[src/rtl/imem_loader_if.sv]
// Byte-stream input and instruction-memory write port of the boot loader.
// slave: the loader side; master: the host link / memory side.
interface imem_loader_if #(
  parameter int unsigned ADDR_W = 8
);
  logic              in_valid;
  logic [7:0]        in_data;
  logic              in_ready;
  logic              wr_en;
  logic [ADDR_W-1:0] wr_addr;
  logic [31:0]       wr_data;

  modport slave (
    input  in_valid,
    input  in_data,
    output in_ready,
    output wr_en,
    output wr_addr,
    output wr_data
  );

  modport master (
    output in_valid,
    output in_data,
    input  in_ready,
    input  wr_en,
    input  wr_addr,
    input  wr_data
  );
endinterface

[src/rtl/imem_loader.sv]
// Boot-time instruction-memory loader: parses length / LE words / XOR checksum
// from a byte stream, writes words from address 0 and holds the core in reset.
module imem_loader #(
  parameter int unsigned ADDR_W = 8
) (
  input  logic              clk,
  input  logic              resetn,
  input  logic              load_req,
  imem_loader_if.slave      bus,
  output logic              core_resetn,
  output logic              busy,
  output logic              done,
  output logic              error,
  output logic [ADDR_W:0]   words_loaded
);

  typedef enum logic [2:0] {
    IDLE,
    LEN_LO,
    LEN_HI,
    DATA,
    CSUM,
    DONE,
    ERR
  } state_t;

  localparam logic [16:0] MAX_WORDS = 17'(1) << ADDR_W;

  state_t            state_q, state_d;
  logic [15:0]       len_q, len_d;
  logic [1:0]        byte_cnt_q, byte_cnt_d;
  logic [7:0]        csum_q, csum_d;
  logic [23:0]       word_q, word_d;
  logic              wr_en_q, wr_en_d;
  logic [ADDR_W-1:0] wr_addr_q, wr_addr_d;
  logic [31:0]       wr_data_q, wr_data_d;
  logic [ADDR_W:0]   wl_q, wl_d;
  logic              done_q, done_d;
  logic              error_q, error_d;
  logic              in_ready_q;
  logic              busy_q;
  logic              core_resetn_q;

  logic              accept;
  logic [16:0]       len_full;
  logic [ADDR_W:0]   wl_inc;

  // in_ready_q mirrors "state_q is a receiving state", so it doubles as the accept gate.
  assign accept   = bus.in_valid && in_ready_q;
  assign len_full = {1'b0, bus.in_data, len_q[7:0]};
  assign wl_inc   = wl_q + (ADDR_W+1)'(1);

  always_comb begin
    state_d    = state_q;
    len_d      = len_q;
    byte_cnt_d = byte_cnt_q;
    csum_d     = csum_q;
    word_d     = word_q;
    wr_en_d    = 1'b0;
    wr_addr_d  = wr_addr_q;
    wr_data_d  = wr_data_q;
    wl_d       = wl_q;
    done_d     = done_q;
    error_d    = error_q;

    case (state_q)
      IDLE, DONE, ERR: begin
        if (load_req) begin
          state_d    = LEN_LO;
          done_d     = 1'b0;
          error_d    = 1'b0;
          wl_d       = '0;
          csum_d     = '0;
          byte_cnt_d = '0;
        end
      end

      LEN_LO: begin
        if (accept) begin
          len_d[7:0] = bus.in_data;
          csum_d     = csum_q ^ bus.in_data;
          state_d    = LEN_HI;
        end
      end

      LEN_HI: begin
        if (accept) begin
          len_d[15:8] = bus.in_data;
          csum_d      = csum_q ^ bus.in_data;
          if (len_full > MAX_WORDS) begin
            state_d = ERR;
            error_d = 1'b1;
          end else if (len_full == '0) begin
            state_d = CSUM;
          end else begin
            state_d = DATA;
          end
        end
      end

      DATA: begin
        if (accept) begin
          csum_d     = csum_q ^ bus.in_data;
          byte_cnt_d = byte_cnt_q + 2'd1;
          case (byte_cnt_q)
            2'd0: word_d[7:0]   = bus.in_data;
            2'd1: word_d[15:8]  = bus.in_data;
            2'd2: word_d[23:16] = bus.in_data;
            default: begin
              wr_en_d   = 1'b1;
              wr_addr_d = wl_q[ADDR_W-1:0];
              wr_data_d = {bus.in_data, word_q};
              wl_d      = wl_inc;
              if (17'(wl_inc) == {1'b0, len_q}) begin
                state_d = CSUM;
              end
            end
          endcase
        end
      end

      CSUM: begin
        if (accept) begin
          if (bus.in_data == csum_q) begin
            state_d = DONE;
            done_d  = 1'b1;
          end else begin
            state_d = ERR;
            error_d = 1'b1;
          end
        end
      end

      default: state_d = IDLE;
    endcase
  end

  always_ff @(posedge clk) begin
    if (!resetn) begin
      state_q       <= IDLE;
      len_q         <= '0;
      byte_cnt_q    <= '0;
      csum_q        <= '0;
      word_q        <= '0;
      wr_en_q       <= 1'b0;
      wr_addr_q     <= '0;
      wr_data_q     <= '0;
      wl_q          <= '0;
      done_q        <= 1'b0;
      error_q       <= 1'b0;
      in_ready_q    <= 1'b0;
      busy_q        <= 1'b0;
      core_resetn_q <= 1'b0;
    end else begin
      state_q       <= state_d;
      len_q         <= len_d;
      byte_cnt_q    <= byte_cnt_d;
      csum_q        <= csum_d;
      word_q        <= word_d;
      wr_en_q       <= wr_en_d;
      wr_addr_q     <= wr_addr_d;
      wr_data_q     <= wr_data_d;
      wl_q          <= wl_d;
      done_q        <= done_d;
      error_q       <= error_d;
      // State-decoded outputs are registered from the next state so they track state_q exactly.
      in_ready_q    <= (state_d inside {LEN_LO, LEN_HI, DATA, CSUM});
      busy_q        <= (state_d inside {LEN_LO, LEN_HI, DATA, CSUM});
      core_resetn_q <= (state_d == IDLE) || (state_d == DONE);
    end
  end

  assign bus.in_ready  = in_ready_q;
  assign bus.wr_en     = wr_en_q;
  assign bus.wr_addr   = wr_addr_q;
  assign bus.wr_data   = wr_data_q;
  assign core_resetn   = core_resetn_q;
  assign busy          = busy_q;
  assign done          = done_q;
  assign error         = error_q;
  assign words_loaded  = wl_q;

endmodule

[src/flat_wrapper.sv]
// flat-port wrapper written by rule: the top's interface ports become plain ports
module imem_loader_flat 
#(
  parameter int unsigned ADDR_W = 8
)
  (clk, resetn, load_req, core_resetn, busy, done, error, words_loaded, bus_in_valid, bus_in_data, bus_in_ready, bus_wr_en, bus_wr_addr, bus_wr_data);
  imem_loader_if #(.ADDR_W(ADDR_W)) bus_i ();
  input  logic clk;
  input  logic resetn;
  input  logic load_req;
  output logic core_resetn;
  output logic busy;
  output logic done;
  output logic error;
  output logic [ADDR_W:0] words_loaded;
  input wire logic [$bits(bus_i.in_valid)-1:0] bus_in_valid;
  input wire logic [$bits(bus_i.in_data)-1:0] bus_in_data;
  output wire logic [$bits(bus_i.in_ready)-1:0] bus_in_ready;
  output wire logic [$bits(bus_i.wr_en)-1:0] bus_wr_en;
  output wire logic [$bits(bus_i.wr_addr)-1:0] bus_wr_addr;
  output wire logic [$bits(bus_i.wr_data)-1:0] bus_wr_data;
  assign bus_i.in_valid = bus_in_valid;
  assign bus_i.in_data = bus_in_data;
  assign bus_in_ready = bus_i.in_ready;
  assign bus_wr_en = bus_i.wr_en;
  assign bus_wr_addr = bus_i.wr_addr;
  assign bus_wr_data = bus_i.wr_data;
  imem_loader #(.ADDR_W(ADDR_W)) u_core (.clk(clk), .resetn(resetn), .load_req(load_req), .bus(bus_i), .core_resetn(core_resetn), .busy(busy), .done(done), .error(error), .words_loaded(words_loaded));
endmodule
[config.mk]
export PLATFORM = sky130hd
export DESIGN_NAME = imem_loader_flat
export DESIGN_NICKNAME = d
export VERILOG_FILES = /design/src/rtl/imem_loader_if.sv /design/src/rtl/imem_loader.sv /design/src/flat_wrapper.sv
export SDC_FILE = /design/constraint.sdc
export NUM_CORES = 1
export LEC_CHECK = 0
export ABC_CLOCK_PERIOD_IN_PS = 6550
export CAP_MARGIN = 40
export CORE_ASPECT_RATIO = 2
export CORE_UTILIZATION = 59
export DETAILED_ROUTE_END_ITERATION = 10
export PLACE_DENSITY_LB_ADDON = 0.15
export SETUP_SLACK_MARGIN = 0.1
export SKIP_CTS_REPAIR_TIMING = 1
export SLEW_MARGIN = 30
export SYNTH_ARGS = -nofsm -noshare
export SYNTH_HDL_FRONTEND = slang
export SYNTH_SLANG_ARGS = --single-unit
[constraint.sdc]
create_clock -name clk -period 6.55 [get_ports clk]
set_input_delay 0.655 -clock clk [delete_from_list [all_inputs] [get_ports clk]]
set_output_delay 0.655 -clock clk [all_outputs]
set_load 0.01 [all_outputs]
==> impl_metrics.py <==
metrics = {
    "timing": {
        "maxClockFrequency_ghz": 0.368,
        "rsz0062_at_grt": "no",
        "min_period_ns": 2.72,
        "setup_tns_ns": 0,
        "setup_viol": 0,
        "maxSlewViolCount": 0,
        "worstMarginPinSlew_ns": 0.681,
        "skew_ns": 0.00902,
        "maxSlewHeadroom_pct": 54.4,
        "min_period_over_period_pct": 41.5,
        "hold_viol_final": 0,
    },
    "cts": {
        "clock_latency_ns": 0.36,
        "tritoncts": "yes",
        "clk_pin_slew_worst_paths_ns": 0.07,
        "clockRootBuffer": "clkbuf_16",
        "numClockSinks": 107,
        "htree_levels": 3,
        "clk_path_buf_depth": 2,
        "cts_buffers": 9,
    },
    "worst_setup_path": {
        "required_ns": 6.79,
        "critPathMaxFanout": 28,
        "crit_buf_inv": 2,
        "path_common_cell": "nand2_1",
        "start_kind": "register",
        "crit_type": "register to register",
        "critPathMaxStageDelay_ns": 0.64,
        "worstSetupEndpointType": "register",
        "crit_slowest_cell": "dfxtp_1",
        "critical_path.cell_chain": "nand2_1 -> or2_2 -> nor2_1 -> buf_4 -> nand2_1 -> buf_4 -> nand2_1 -> a21boi_0",
        "critical-path-top-delay-family": "simple AND/OR/NAND/NOR gates",
        "worstPathArrival_ns": 2.95,
    },
    "route": {
        "ant_nets": 0,
        "vias": 4312,
        "drcViolationCount": 0,
        "wire_per_inst_um": 16.3,
        "drtIter0Drc": 320,
        "viasPerCell": 5.81,
        "drtPass1Iterations": 5,
        "wl_um": 12100,
    },
    "synthesis": {
        "synthesis.nets": 621,
        "yosysSeqAreaShare_pct": 42.5,
        "ys_warn_count": 0,
        "synth_cell_types": 58,
        "synth_ff_type": "dfxtp_1",
        "async_flop_share_pct": 0,
        "synth_mux_area_share_pct": 3.38,
        "yosys.area_share.adder_pct": 1.24,
        "synth_seq_cells": 107,
        "synthSimpleGateAreaFrac_pct": 25.1,
        "synth-compound-area-share_pct": 20.4,
        "synthCells": 604,
        "synth_top_family_by_area": "simple AND/OR/NAND/NOR gates",
        "mappedNetlistArea_mm2": 0.00504,
        "avgSynthCellArea_um2": 8.34,
        "synth-xor-area-share_pct": 2.96,
        "synth_edf_count": 0,
    },
    "final_layout": {
        "area_growth_pct": 19.0,
        "final_common_cell": "nand2_1",
        "finish.net_count": 656,
        "antenna_cells": 0,
        "drive_gt1_share_pct": 4.81,
        "stdcell_area_mm2": 0.00600,
        "layout_common_cells": "nand2_1 (125), dfxtp_1 (107), a21boi_0 (70)",
        "fin_cells": 742,
        "post-route-util_pct": 72.3,
    },
    "die": {
        "start_util_pct": 60.8,
        "coreArea_mm2": 0.00829,
        "fp-row-count": 47,
        "dieArea_mm2": 0.00893,
        "ios": 67,
        "die_h_um": 133,
        "chipWidth_um": 67.3,
    },
    "global_route": {
        "grt_pass1_vias": 4048,
        "antenna_found_initial": 0,
        "grt_usage_pct": 29.1,
        "grt_max_degree": 108,
        "grt-ovfl-total": 0,
        "grt_pass1_wl_um": 19700,
    },
    "placed_design": {
        "numPortBuffers": 66,
        "dpl.hpwl_um": 8420,
        "placed_cell_area_mm2": 0.00566,
        "gp_congestion": 0.850,
        "placed_cells": 725,
    },
    "pwr": {
        "leakage_uw": 0.00198,
        "vdd_drop_max_mv": 0.190,
        "power_density_mw_per_mm2": 223,
    },
    "flow_run": {
        "maxCapViolCount": 0,
    },
    "min_path": {
        "worst_hold_path_type": "register to register",
    },
    "outcome": {
        "status": "completed",
    },
}
worst paths after layout:
path / from / to / slack (ns) / cells past startpoint
hold / removal: u_core.bus.wr_data[12] / u_core.bus.wr_data[12] / 0.46 / 2
setup / recovery: u_core.state_q[1] / u_core.bus.wr_addr[6] / 3.83 / 8
hold reg to reg: u_core.bus.wr_data[12] / u_core.bus.wr_data[12] / 0.46 / 2
setup reg to reg: u_core.state_q[1] / u_core.bus.wr_addr[6] / 3.83 / 8
metal layers:
metal / part of all wire [%] / vias up / global-route usage [%]
met4: 3.7 / 0 / 13.8
met5: 0 / - / 0
met3: 2.9 / 31 / 4.31
met1: 40 / 2050 / 33.0
met2: 54 / 93 / 50.8
li1: - / 2138 / -
where the power goes:
group          total (uW)  leakage (uW)  internal (uW)  switching (uW)
clock                 570      0.000156            314             256
combinational        98.5      0.000961           43.1            55.4
sequential            667      0.000863            657            10.0
total                1340       0.00198           1010             321
logic make-up (layout without fill, tap and decap cells):
kind of cell,Yosys count,in the layout
and+or+nand+nor,259,259
AOI/OAI and AO/OA,145,145
DFF,107,107
buffers and inverters,54,94
xor gates and xnor gates,17,17
muxes,17,17
adders and majority gates,5,5
sequential cells by signal, summed over array words and instances, names as in the netlist:
name / flops
u_core.bus.in_ready: 1
u_core.words_loaded: 9
u_core.core_resetn: 1
u_core.bus.wr_data: 32
u_core.done: 1
u_core.csum_q: 8
u_core.bus.wr_addr: 8
u_core.len_q: 16
u_core.byte_cnt_q: 2
u_core.word_q: 24
u_core.bus.wr_en: 1
u_core.error: 1
u_core.state_q: 3
worst register-to-register path: cells and delay by family (launching register included):
kind            cells  cell delay, ns
compound gates      1            0.08
buf+inv             2            0.65
flops               1            0.64
simple gates        5            1.23
metrics by stage:
| stage | setup slack (ns) | hold slack, ns | power (uW) |
|---|---|---|---|
| floorplan | 4.25 | 0.431 | 748 |
| global placement | 3.59 | 0.443 | 776 |
| detailed placement | 3.55 | 0.450 | 779 |
| CTS | 3.83 | 0.460 | 1340 |
| global route | 3.56 | 0.479 | 1380 |
| finish | 3.83 | 0.462 | 1340 |
area by class of cell:
class / count / area (um2)
Timing Repair Buffer: 72 / 713
Inverter: 6 / 22.5
Fill cell: 688 / 2300
Tap cell: 98 / 123
Clock buffer: 10 / 239
Clock inverter: 6 / 81.3
Multi-Input combinational cell: 443 / 2680
Sequential cell: 107 / 2140
Yosys cell counts (2+ instances only):
master / number / area (um2)
a21oi_1: 9 / 45.0
nor3b_1: 2 / 15.0
nand3b_1: 3 / 22.5
o21ai_2: 2 / 17.5
nand2_1: 125 / 469
nor2_1: 10 / 37.5
nand4_1: 4 / 25.0
buf_4: 2 / 15.0
o21ai_0: 24 / 120
o21a_1: 4 / 30.0
and3_1: 4 / 25.0
nor4_1: 6 / 37.5
xor2_1: 12 / 105
mux2i_1: 17 / 170
buf_2: 2 / 10.0
ha_1: 5 / 62.6
clkbuf_1: 42 / 158
inv_1: 6 / 22.5
a22oi_1: 4 / 30.0
a31oi_1: 3 / 18.8
xnor2_1: 5 / 43.8
or4_1: 3 / 22.5
nand3_1: 36 / 180
or3_1: 3 / 18.8
and2_1: 15 / 93.8
dfxtp_1: 107 / 2140
o31ai_1: 2 / 15.0
o2bb2ai_1: 9 / 78.8
a21boi_1: 5 / 37.5
nor2b_1: 21 / 131
nand2b_1: 10 / 62.6
a21boi_0: 70 / 526
nor3_1: 7 / 35.0
Note: power is estimated with default switching activity, not from simulation.
